### config.mk
export PLATFORM = sky130hd
export DESIGN_NAME = play_time_bcd
export DESIGN_NICKNAME = d
export VERILOG_FILES = /design/src/rtl/play_time_bcd.sv
export SDC_FILE = /design/constraint.sdc
export NUM_CORES = 1
export LEC_CHECK = 0
export CORE_MARGIN = 2
export CORE_UTILIZATION = 51
export DETAILED_ROUTE_END_ITERATION = 8
export GPL_TIMING_DRIVEN = 0
export PLACE_DENSITY = 0.83
export SLEW_MARGIN = 5
export SYNTH_ARGS = -nofsm -noshare
export SYNTH_HDL_FRONTEND = slang
export SYNTH_SLANG_ARGS = --single-unit
### constraint.sdc
create_clock -name sys_clk -period 2.3 [get_ports sys_clk]
set_input_delay 0.46 -clock sys_clk [delete_from_list [all_inputs] [get_ports sys_clk]]
set_output_delay 0.46 -clock sys_clk [all_outputs]
set_load 0.03 [all_outputs]
### src/rtl/play_time_bcd.sv
// play_time_bcd: turns the RAM playback address into elapsed or remaining time as BCD MM..M:SS.
module play_time_bcd #(
    parameter int unsigned ADDR_W     = 12,
    parameter int unsigned ADDR_SHIFT = 2,
    parameter int unsigned MIN_DIGITS = 2,
    parameter bit          SAT_EN     = 1'b1,
    localparam int unsigned TW = ADDR_W - ADDR_SHIFT,
    localparam int unsigned OW = 4 * (MIN_DIGITS + 2)
) (
    input  logic              sys_clk,
    input  logic              sys_rst,
    input  logic [ADDR_W-1:0] ram_addr_out,
    input  logic [ADDR_W-1:0] total_addr,
    input  logic              mode,
    output logic [OW-1:0]     time_bcd,
    output logic              time_valid,
    output logic              busy,
    output logic              overflow
);
    typedef enum logic [1:0] {INIT, IDLE, COUNT} state_t;

    localparam logic [OW-1:0] MAX = {{MIN_DIGITS{4'h9}}, 8'h59};

    state_t          state_q, state_d;
    logic [TW-1:0]   tgt_q, tgt_d, cnt_q, cnt_d, cur_s, tot_s, t_sec;
    logic [OW-1:0]   work_q, work_d, bcd_q, bcd_d, inc_v;
    logic            ovf_q, ovf_d, mode_q, mode_d, inc_c, restart;
    logic            valid_q, valid_d, busy_q, busy_d, oflow_q, oflow_d;

    // Seconds digit tens wraps at 5, every other digit at 9; returns {carry_out, value}.
    function automatic logic [OW:0] bcd_inc(input logic [OW-1:0] v);
        logic [OW-1:0] r;
        logic          c;
        r = v;
        c = 1'b1;
        for (int i = 0; i < int'(MIN_DIGITS) + 2; i++) begin
            if (c) begin
                if (r[4*i +: 4] == ((i == 1) ? 4'd5 : 4'd9)) begin
                    r[4*i +: 4] = 4'd0;
                end else begin
                    r[4*i +: 4] = r[4*i +: 4] + 4'd1;
                    c = 1'b0;
                end
            end
        end
        return {c, r};
    endfunction

    assign cur_s = ram_addr_out[ADDR_W-1:ADDR_SHIFT];
    assign tot_s = total_addr[ADDR_W-1:ADDR_SHIFT];
    assign t_sec = mode ? ((tot_s > cur_s) ? tot_s - cur_s : '0) : cur_s;
    assign restart = (state_q == INIT) || (t_sec != tgt_q) || (mode != mode_q);

    always_comb begin
        {inc_c, inc_v} = bcd_inc(work_q);
        state_d = state_q;
        tgt_d   = tgt_q;
        cnt_d   = cnt_q;
        work_d  = work_q;
        ovf_d   = ovf_q;
        mode_d  = mode_q;
        bcd_d   = bcd_q;
        valid_d = valid_q;
        busy_d  = busy_q;
        oflow_d = oflow_q;
        if (restart) begin
            tgt_d   = t_sec;
            mode_d  = mode;
            cnt_d   = '0;
            work_d  = '0;
            ovf_d   = 1'b0;
            busy_d  = 1'b1;
            valid_d = 1'b0;
            state_d = COUNT;
        end else if (state_q == COUNT) begin
            if (cnt_q == tgt_q) begin
                bcd_d   = work_q;
                oflow_d = ovf_q;
                valid_d = 1'b1;
                busy_d  = 1'b0;
                state_d = IDLE;
            end else begin
                cnt_d  = cnt_q + TW'(1);
                work_d = inc_c ? (SAT_EN ? MAX : '0) : inc_v;
                ovf_d  = ovf_q | inc_c;
            end
        end
    end

    always_ff @(posedge sys_clk or posedge sys_rst) begin
        if (sys_rst) begin
            state_q <= INIT;
            tgt_q   <= '0;
            cnt_q   <= '0;
            work_q  <= '0;
            ovf_q   <= 1'b0;
            mode_q  <= 1'b0;
            bcd_q   <= '0;
            valid_q <= 1'b0;
            busy_q  <= 1'b0;
            oflow_q <= 1'b0;
        end else begin
            state_q <= state_d;
            tgt_q   <= tgt_d;
            cnt_q   <= cnt_d;
            work_q  <= work_d;
            ovf_q   <= ovf_d;
            mode_q  <= mode_d;
            bcd_q   <= bcd_d;
            valid_q <= valid_d;
            busy_q  <= busy_d;
            oflow_q <= oflow_d;
        end
    end

    assign time_bcd   = bcd_q;
    assign time_valid = valid_q;
    assign busy       = busy_q;
    assign overflow   = oflow_q;
endmodule

==> metrics, run 1 <==
status=complete, but fails checks; violated checks=negative setup slack; total track usage=between 20 and 30%; worst hold path cell count=3; Worst Hold End=tgt_q[0]; final hold slack=about 330 ps; CTS tree=done; Synth Cell Area=0.00385 mm^2; worst-path fanout max=5; antenna violations before repair=0; initial DRC count=540; max_slew headroom=about three fifths; DRT Pass-1 Iters=5; layout cells sized above 1=around 40%; Yosys cell types=62; # clock sinks=57; Data required, critical path=2540 ps; max frequency=between 300 and 400 MHz; total power=2960 uW; Boundary Pins=46; die area=slightly above 0.008 mm^2; CP endpoint kind=flip-flop; RSZ-0062 raised after global routing=true; syn_nets=between 400 and 500; register-to-register setup slack=-500 ps; Synth Register Bits=57; Final period util=132%; predominant post-synthesis flop cell=dfrtp_1; Leak=around 0.0025 uW; I/O Buffers=a little over 40; crit path time final=approximately 3000 ps; Vias/cell=approximately 6.4; Crit path arrival time=between 3000 and 4000 ps; CTS max path bufs=2; Max Transition Viols Final=0; Final setup viols=46; Clock transition at path regs=70 ps; max-cap viol count=0; Die Ht=about 91 um; FF-to-FF Start=work_q[0]; Worst-Margin Slew=between 500 and 600 ps; Mapped Cells=between 400 and 500; Pwr Density=just over 500 mW/mm^2; Crit Path Category=primary input to flip-flop; area delta synth->final=48.5%; final hold viol count=0; Min-Delay Path Class=primary input to flip-flop; # nets final=approximately 570; largest net degree at the start of global routing=39; fillcell total=420; chip width=90.9 um; asr flop ratio synth=between 90% and 100%; most frequent cells in the layout=dfrtp_1, buf_4, nor2_1; clk_lat worst skew=around 360 ps; Initial Utilization=between 50% and 60%; Site Rows=31; first-pass GRT wire length=~19000 um; type of origin of the critical path=primary input; DRT Wirelength=between 10000 and 15000 um; final antenna-violating net count=0; Reg2Reg Capture Point=work_q[0]; number of global-route vias before repair=around 3800; detailed-route DRC error count=0; Final Skew=between 10 and 15 ps; htree depth=3; total CTS buffers=9; Hold Crit Start=ram_addr_out[2]; Final Wtd Congestion=about 0.90; Avg Inst Size Synth=about 9.2 um^2; per-cell routed wire length=approximately 21 um; Post-Place Setup Slack=-1880 ps; Ant. Diodes=0; maximum vdd drop=between 0.4 and 0.5 mV; EDFF count, synth=0; CTS root buf=clkbuf_8; commonest non-fill, non-tap cell in the layout=dfrtp_1; R2R cell count=9; sequential fraction of the synthesis area=between 30% and 40%; global route overflow=0; via count=between 4000 and 5000; Core Area=approximately 0.0073 mm^2; synth warn=0; setup ws final=-738 ps; hpwl dp=about 7000 um
-- flip-flops by register name, indices dropped and copies added, names as in the netlist --
register  flops
time_bcd     16
work_q       16
mode_q        1
ovf_q         1
state_q       2
overflow      1
cnt_q        10
tgt_q        10
-- cell usage after synthesis, types with 5 or more instances --
cell | number | share of area, %
a21oi_1 | 14 | 1.8
a31oi_1 | 5 | 0.81
buf_2 | 5 | 0.65
clkbuf_1 | 10 | 0.98
dfrtp_1 | 57 | 37
ha_1 | 19 | 6.2
inv_1 | 23 | 2.2
mux2_2 | 7 | 2.0
mux2_4 | 10 | 3.9
mux2i_1 | 7 | 1.8
nand2_1 | 28 | 2.7
nand2b_1 | 5 | 0.81
nand3_1 | 12 | 1.6
nand4_1 | 8 | 1.3
nor2_1 | 52 | 5.1
nor3_1 | 12 | 1.6
o211ai_1 | 5 | 0.98
o21ai_0 | 22 | 2.9
o22ai_1 | 5 | 0.81
or3_1 | 6 | 0.98
xnor2_1 | 18 | 4.1
xor2_1 | 18 | 4.1
-- stage by stage --
step	instance area, um^2	utilization [%]	instances	setup TNS [ps]
2_1_floorplan	3940	-	418	-23810
3_3_place_gp	4480	61.4	558	-104350
3_5_place_dp	4500	61.7	559	-70540
4_1_cts	5460	74.8	613	-19680
5_1_grt	5720	78.4	629	-33220
6_report	5720	78.4	629	-30610
-- worst max-delay path, stage by stage --
cell	delay, ps
buf_8	110
inv_12	40
ha_4	120
inv_2	30
fa_2	410
a211oi_2	290
nor2_1	120
xnor2_2	170
a22oi_2	240
o221ai_2	140
nor4bb_2	370
nand4_2	180
buf_6	160
buf_8	130
mux2_4	290
-- where the power goes --
group	internal, uW	switching (uW)
combinational	422	455
sequential	1020	36.4
clock	586	436
total	2030	927
-- per-layer routing --
| metal | GRT usage [%] | vias to the layer above | routed length, um |
|---|---|---|---|
| li1 | - | 1714 | - |
| met1 | 38.5 | 1957 | 5050 |
| met2 | 45.0 | 284 | 6230 |
| met3 | 8.26 | 67 | 1280 |
| met4 | 11.9 | 0 | 544 |
| met5 | 0 | - | 0 |
-- how the worst max path moves through the flow --
stage | end | cells after the start | startpoint | slack (ps)
2_1_floorplan | overflow | 13 | total_addr[2] | -800
3_3_place_gp | time_bcd[15] | 14 | total_addr[2] | -1860
3_5_place_dp | overflow | 12 | ram_addr_out[3] | -1880
4_1_cts | time_bcd[4] | 15 | total_addr[2] | -680
5_1_grt | work_q[7] | 15 | ram_addr_out[4] | -780
6_report | time_bcd[4] | 15 | total_addr[2] | -740
-- logic make-up (layout without fill, tap and decap cells) --
family                   after synthesis  after routing  share of synthesized area, %
adder cells (fa/ha/maj)               20             20                          6.69
AND/OR/NAND/NOR                      151            151                          19.9
flip-flops                            57             57                          37.0
XOR/XNOR                              36             36                          8.19
buffers and inverters                 40            152                          4.45
AO/OA/AOI/OAI                         90             90                          16.0
multiplexers                          24             24                          7.77
-- layout make-up --
class / count / area, um^2 / area share (%)
Inverter: 23 / 104 / 1.82
Clock buffer: 12 / 165 / 2.89
Tap cell: 99 / 124 / 2.17
Sequential cell: 57 / 1430 / 25.0
Clock inverter: 4 / 50.0 / 0.875
Timing Repair Buffer: 100 / 887 / 15.5
Multi-Input combinational cell: 321 / 2840 / 49.6
Buffer: 13 / 123 / 2.14
-- what timing repair did --
action | in CTS | in global routing
setup buffers | 39 | 19
gates resized for setup | 172 | 48
setup endpoints to repair | 54 | 46
cloned | 2 | 1
hold endpoints to repair | 0 | 0
hold buffers | 0 | 0
pin swaps | 50 | 38
Note: power is estimated with default switching activity, not from simulation.
==> inputs of run 2 (changes only) <==
- CORE_ASPECT_RATIO: default -> 0.5
==> run 2 against run 1 <==
Compared with the run above:
- the run still ends with negative setup slack left
- sequential cell count stayed put
- first-iteration DRC count is 42% lower
- cell area is 5.3% lower
- register-to-register slack better by 130 ps
- core utilization is 4.5 points lower
- cell count is 4.6% lower
- clock-buffer cell count is 1 lower
- combinational power is 18% lower
- critical path depth stayed put
- power is 12% higher
- routed wire length is 12% lower
- hold slack better by 63 ps
- critical path type unchanged
- critical endpoint is now time_bcd[0]
- largest cell class unchanged
- largest power group is now clock
==> metrics, run 2 (synthesized netlist as in run 1, its figures left out) <==
final antenna-violating net count=0 (unchanged); RSZ-0062 raised after global routing=true; Core Area=0.00732 mm^2 (+0.41%); largest net degree at the start of global routing=32 (-18%); max_slew headroom=58.7% (-2.4 points); Data required, critical path=2500 ps (-40 ps); Min-Delay Path Class=primary input to flip-flop; layout cells sized above 1=28.6% (-12 points); hpwl dp=6840 um (-2.7%); hold_buf cts=0 (unchanged); # clock sinks=57 (unchanged); CTS tree=done; global route overflow=0 (unchanged); I/O Buffers=41 (unchanged); Final Skew=6.33 ps (-7.94 ps); Crit path arrival time=3320 ps (+40 ps); logic gate share of total power=21.7% (-7.9 points); max frequency=321 MHz (-2.4%); detailed-route DRC error count=0 (unchanged); area delta synth->final=40.6%; Final period util=135% (+3.2 points); CTS max path bufs=2 (unchanged); # nets final=546 (-4.5%); per-cell routed wire length=19.1 um (-8.1%); Worst-Margin Slew=618 ps (+37.2 ps); Die Ht=65.4 um (-28%); cell area after layout=0.00541 mm^2 (-5.3%); worst-path fanout max=5 (unchanged); DRT Wirelength=11500 um (-12%); Site Rows=22 (-29%); register-to-register setup slack=-370 ps (+130 ps); commonest non-fill, non-tap cell in the layout=dfrtp_1; Clock transition at path regs=50 ps (-20 ps); final hold slack=394 ps (+62.7 ps); type of origin of the critical path=primary input; Initial Utilization=52.6% (-0.22 points); Leak=0.00239 uW (-3.0%); Pwr Density=613 mW/mm^2 (+19%); die area=0.00830 mm^2 (+0.51%); Final setup viols=46 (unchanged); Vias/cell=6.11 (-4.4%); Crit Path Category=primary input to flip-flop; maximum vdd drop=0.305 mV (-26%); most frequent cells in the layout=dfrtp_1, nor2_1, nand2_1; total CTS buffers=9 (unchanged); DRT Pass-1 Iters=5 (unchanged); Boundary Pins=46 (unchanged); Post-Place Setup Slack=-1830 ps (+56.4 ps); total track usage=27.1% (-2.0 points); Net Sw Frac=26.3% (-5.0 points); CP endpoint kind=flip-flop; Clock Power Share=46.4% (+12 points); setup ws final=-813 ps (-74.4 ps); placed insts=556 (-0.54%); crit path time final=3110 ps (+74.4 ps); Final Wtd Congestion=0.933 (+4.0%); Placed Area=0.00449 mm^2 (about the same); first-pass GRT wire length=17400 um (-9.0%); Max Transition Viols Final=0 (unchanged); via count=3666 (-8.9%); status=complete, but fails checks; Switching Power=874 uW (-5.7%); antenna violations before repair=0 (unchanged); Ant. Diodes=0 (unchanged); total power=3320 uW (+12%); chip width=127 um (+40%); clk_lat worst skew=320 ps (-40 ps); final hold viol count=0 (unchanged); number of global-route vias before repair=3540 (-7.5%); htree depth=3 (unchanged); Int Pwr=2450 uW (+21%); max-cap viol count=0 (unchanged); violated checks=negative setup slack; Flop pwr share=31.9% (-3.9 points); post-route insts no fill=600 (-4.6%); CTS root buf=clkbuf_16; initial DRC count=313 (-42%)
-- run 2: cell count changes in the layout (fill, tap and decap cells not counted), sizes merged --
cell,change
buf,-40
bufinv,+2
clkbuf,+6
clkinvlp,-1
dlygate4sd2,+7
-- run 2: worst paths after layout --
path / from / endpoint / cells after the start
max reg2reg: tgt_q[9] / time_bcd[0] / 10
max: total_addr[2] / time_bcd[0] / 15
min: ram_addr_out[2] / tgt_q[0] / 3
min reg2reg: time_bcd[8] / time_bcd[8] / 1
max in group asynchronous: sys_rst / work_q[15] / 3
min in group asynchronous: sys_rst / tgt_q[1] / 2
-- run 2: critical path, stage by stage --
cell and delay, ps:
buf_8 110, inv_12 40, ha_4 120, inv_2 40, fa_2 410, a21oi_4 180, o21ba_4 150, and3_4 210
nor2_4 50, a311o_1 320, a222oi_1 400, nand4_2 190, buf_8 180, buf_16 140, mux2_4 300
-- run 2: metrics by stage --
stage | TNS (ps) | utilization, %
finish | -30140 | 73.9
global placement | -104550 | 61.1
detailed placement | -70600 | 61.3
floorplan | -23810 | -
global route | -34490 | 73.9
CTS | -29160 | 71.7
-- run 2: area by class of cell --
class                           count  area, um^2
Sequential cell                    57        1430
Clock buffer                       11         243
Multi-Input combinational cell    321        2610
Clock inverter                      5         103
Fill cell                         501        1910
Inverter                           23        98.8
Timing Repair Buffer               71         671
Buffer                             16         140
Tap cell                           96         120
-- run 2: what timing repair did --
item | 4_1_cts | 5_1_grt
cloned | 2 | 2
gates resized for setup | 84 | 44
setup endpoints to repair | 55 | 48
pin swaps | 29 | 23
buffers inserted | 21 | 6
-- run 2: power groups by stage --
stage                     combinational (uW)  sequential, uW  clock (uW)
final                                    720            1060        1540
after global routing                     768            1060        1610
after CTS                                639            1050        1540
after detailed placement                 528            1070           0
after global placement                   520            1070           0
after floorplan                          384            1060           0
-- run 2: per-layer routing --
layer	part of all wire (%)	wire (um)	track usage (%)	vias to the layer above
met1	42	4860	34.7	1803
li1	-	-	-	1670
met5	0	0	0	-
met2	49	5640	46.8	152
met3	5.7	654	5.62	41
met4	2.9	335	8.38	0
==> inputs of run 3 (changes only) <==
- CAP_MARGIN: default -> 0
- GPL_ROUTABILITY_DRIVEN: default -> 0
==> run 3 against run 2 <==
Compared with the run above:
- the run still ends with negative setup slack left
- worst setup slack better by 57 ps
- non-clock buffer count is 8 higher
- clock power is 21% lower
- routed wire length is 6.2% lower
- register-to-register slack better by 80 ps
- via count is 0.57% higher
- global-route usage is 0.068 points lower
- fmax is 1.9% higher
- sequential cell count stayed put
- die area stayed put
- critical path type unchanged
==> metrics, run 3 (synthesized netlist as in run 1, its figures left out) <==
status=complete, but fails checks; violated checks=negative setup slack; total power=3020 uW (-8.9%); Vias/cell=6.06 (-0.75%); # clock sinks=57 (unchanged); Final setup viols=46 (unchanged); die area=0.00830 mm^2 (unchanged); max_slew headroom=54.0% (-4.8 points); chip width=127 um (unchanged); Min-Delay Path Class=primary input to flip-flop; hold_buf cts=0 (unchanged); DRT Pass-1 Iters=5 (unchanged); first-pass GRT wire length=17600 um (+1.3%); # nets final=554 (+1.5%); total track usage=27.0% (-0.068 points); global route overflow=0 (unchanged); hpwl dp=6670 um (-2.4%); area delta synth->final=40.6% (about the same); CTS tree=done; Max Transition Viols Final=0 (unchanged); CTS root buf=clkbuf_16; Post-Place Setup Slack=-1830 ps (+0.450 ps); per-cell routed wire length=17.7 um (-7.4%); RSZ-0062 raised after global routing=true; Initial Utilization=52.6% (unchanged); slowest CP cell=nor4bb_2; detailed-route DRC error count=0 (unchanged); Die Ht=65.4 um (unchanged); Worst-Margin Slew=690 ps (+71.6 ps); Ant. Diodes=0 (unchanged); Final period util=133% (-2.5 points); final antenna-violating net count=0 (unchanged); Final Skew=5.73 ps (-0.591 ps); crit path time final=3060 ps (-57.2 ps); Clock transition at path regs=50 ps (about the same); Crit path arrival time=3260 ps (-60 ps); maximum vdd drop=0.363 mV (+19%); I/O Buffers=41 (unchanged); Crit Path Category=primary input to flip-flop; initial DRC count=266 (-15%); Data required, critical path=2500 ps (about the same); max-cap viol count=0 (unchanged); final hold viol count=0 (unchanged); number of global-route vias before repair=3637 (+2.7%); Pwr Density=559 mW/mm^2 (-8.9%); worst hold path cell count=3 (unchanged); clk_lat worst skew=320 ps (about the same); crit path cell chain=clkdlybuf4s15_1 > inv_2 > ha_4 > buf_4 > o2111ai_4 > a31oi_4 > mux2i_1 > o221ai_1 > nor4bb_2 > nand4_2 > buf_6 > buf_8 > mux2_4; CP max stage delay=390 ps (-20 ps); type of origin of the critical path=primary input; Site Rows=22 (unchanged); via count=3687 (+0.57%); Leak=0.00238 uW (-0.60%); worst-path fanout max=6 (+1); Boundary Pins=46 (unchanged); total CTS buffers=9 (unchanged); most frequent cells in the layout=dfrtp_1, nor2_1, buf_4; R2R cell count=10 (unchanged); antenna violations before repair=0 (unchanged); setup ws final=-756 ps (+57.2 ps); CP endpoint kind=flip-flop; largest net degree at the start of global routing=32 (unchanged); Core Area=0.00732 mm^2 (unchanged); commonest non-fill, non-tap cell in the layout=dfrtp_1; layout cells sized above 1=30.5% (+1.9 points); htree depth=3 (unchanged); DRT Wirelength=10800 um (-6.2%); CTS max path bufs=2 (unchanged); max frequency=327 MHz (+1.9%)
## run 3: changes by cell type in the layout (fill, tap and decap cells not counted), moves of 2 or more
cell	delta
buf_2	+2
buf_4	+8
bufinv_16	-3
clkbuf_16	-2
clkbuf_2	-5
clkdlybuf4s15_2	+5
clkinvlp_4	+3
dlygate4sd2_1	-3
inv_2	-2
nor2_2	+2
## run 3: layout make-up
| type | instances | area (um^2) |
|---|---|---|
| sequential | 57 | 1430 |
| clock inverter | 6 | 43.8 |
| inverter | 23 | 101 |
| multi-input combinational | 321 | 2590 |
| fill | 492 | 1910 |
| buffer | 16 | 134 |
| tap | 96 | 120 |
| clock buffer | 10 | 239 |
| timing repair buffer | 79 | 754 |
## run 3: path summary, 6_finish.rpt
| check | slack (ps) | to | startpoint |
|---|---|---|---|
| worst max-delay path | -760 | time_bcd[0] | ram_addr_out[5] |
| worst min-delay path | 400 | tgt_q[0] | ram_addr_out[2] |
| worst max register to register | -290 | time_bcd[0] | tgt_q[9] |
| worst min register to register | 500 | time_bcd[4] | time_bcd[4] |
| max in group asynchronous | 1150 | time_bcd[2] | sys_rst |
| min in group asynchronous | 570 | tgt_q[6] | sys_rst |
## run 3: metal layers
layer  vias up  share of wire [%]  global-route usage, %
li1       1691                  -                      -
met2       169                 48                   48.0
met3        25                6.5                   5.21
met5         -                  0                      0
met1      1802                 44                   33.8
met4         0                1.7                   8.65
## run 3: per-stage QoR
step | area, um^2 | util (%) | hold slack (ps) | instances | setup TNS, ps
2_1_floorplan | 3940 | - | 463 | 418 | -23810
3_3_place_gp | 4470 | 61.1 | 489 | 555 | -103120
3_5_place_dp | 4490 | 61.3 | 491 | 556 | -70550
4_1_cts | 5310 | 72.5 | 390 | 602 | -21630
5_1_grt | 5410 | 73.9 | 414 | 608 | -30820
6_report | 5410 | 73.9 | 397 | 608 | -27690
## run 3: worst max-delay path: cells and delay by family
kind                     cells  cell delay, ps
adder cells (fa/ha/maj)      1             290
multiplexers                 2             570
AND/OR/NAND/NOR              2             530
AO/OA/AOI/OAI                3             650
buffers and inverters        5             750
## run 3: power by group
part	internal, uW	leakage (uW)	total [uW]	switching [uW]
Sequential	1020	0.000776	1060	33.0
Combinational	364	0.00147	754	391
Clock	755	0.000127	1210	459
Total	2140	0.00238	3020	883
## run 3: what timing repair did
item | 4_1_cts | 5_1_grt
gates resized for setup | 113 | 14
setup buffers | 30 | 6
endpoints found under the setup margin | 55 | 46
cloned | 2 | 0
pin swaps | 36 | 12
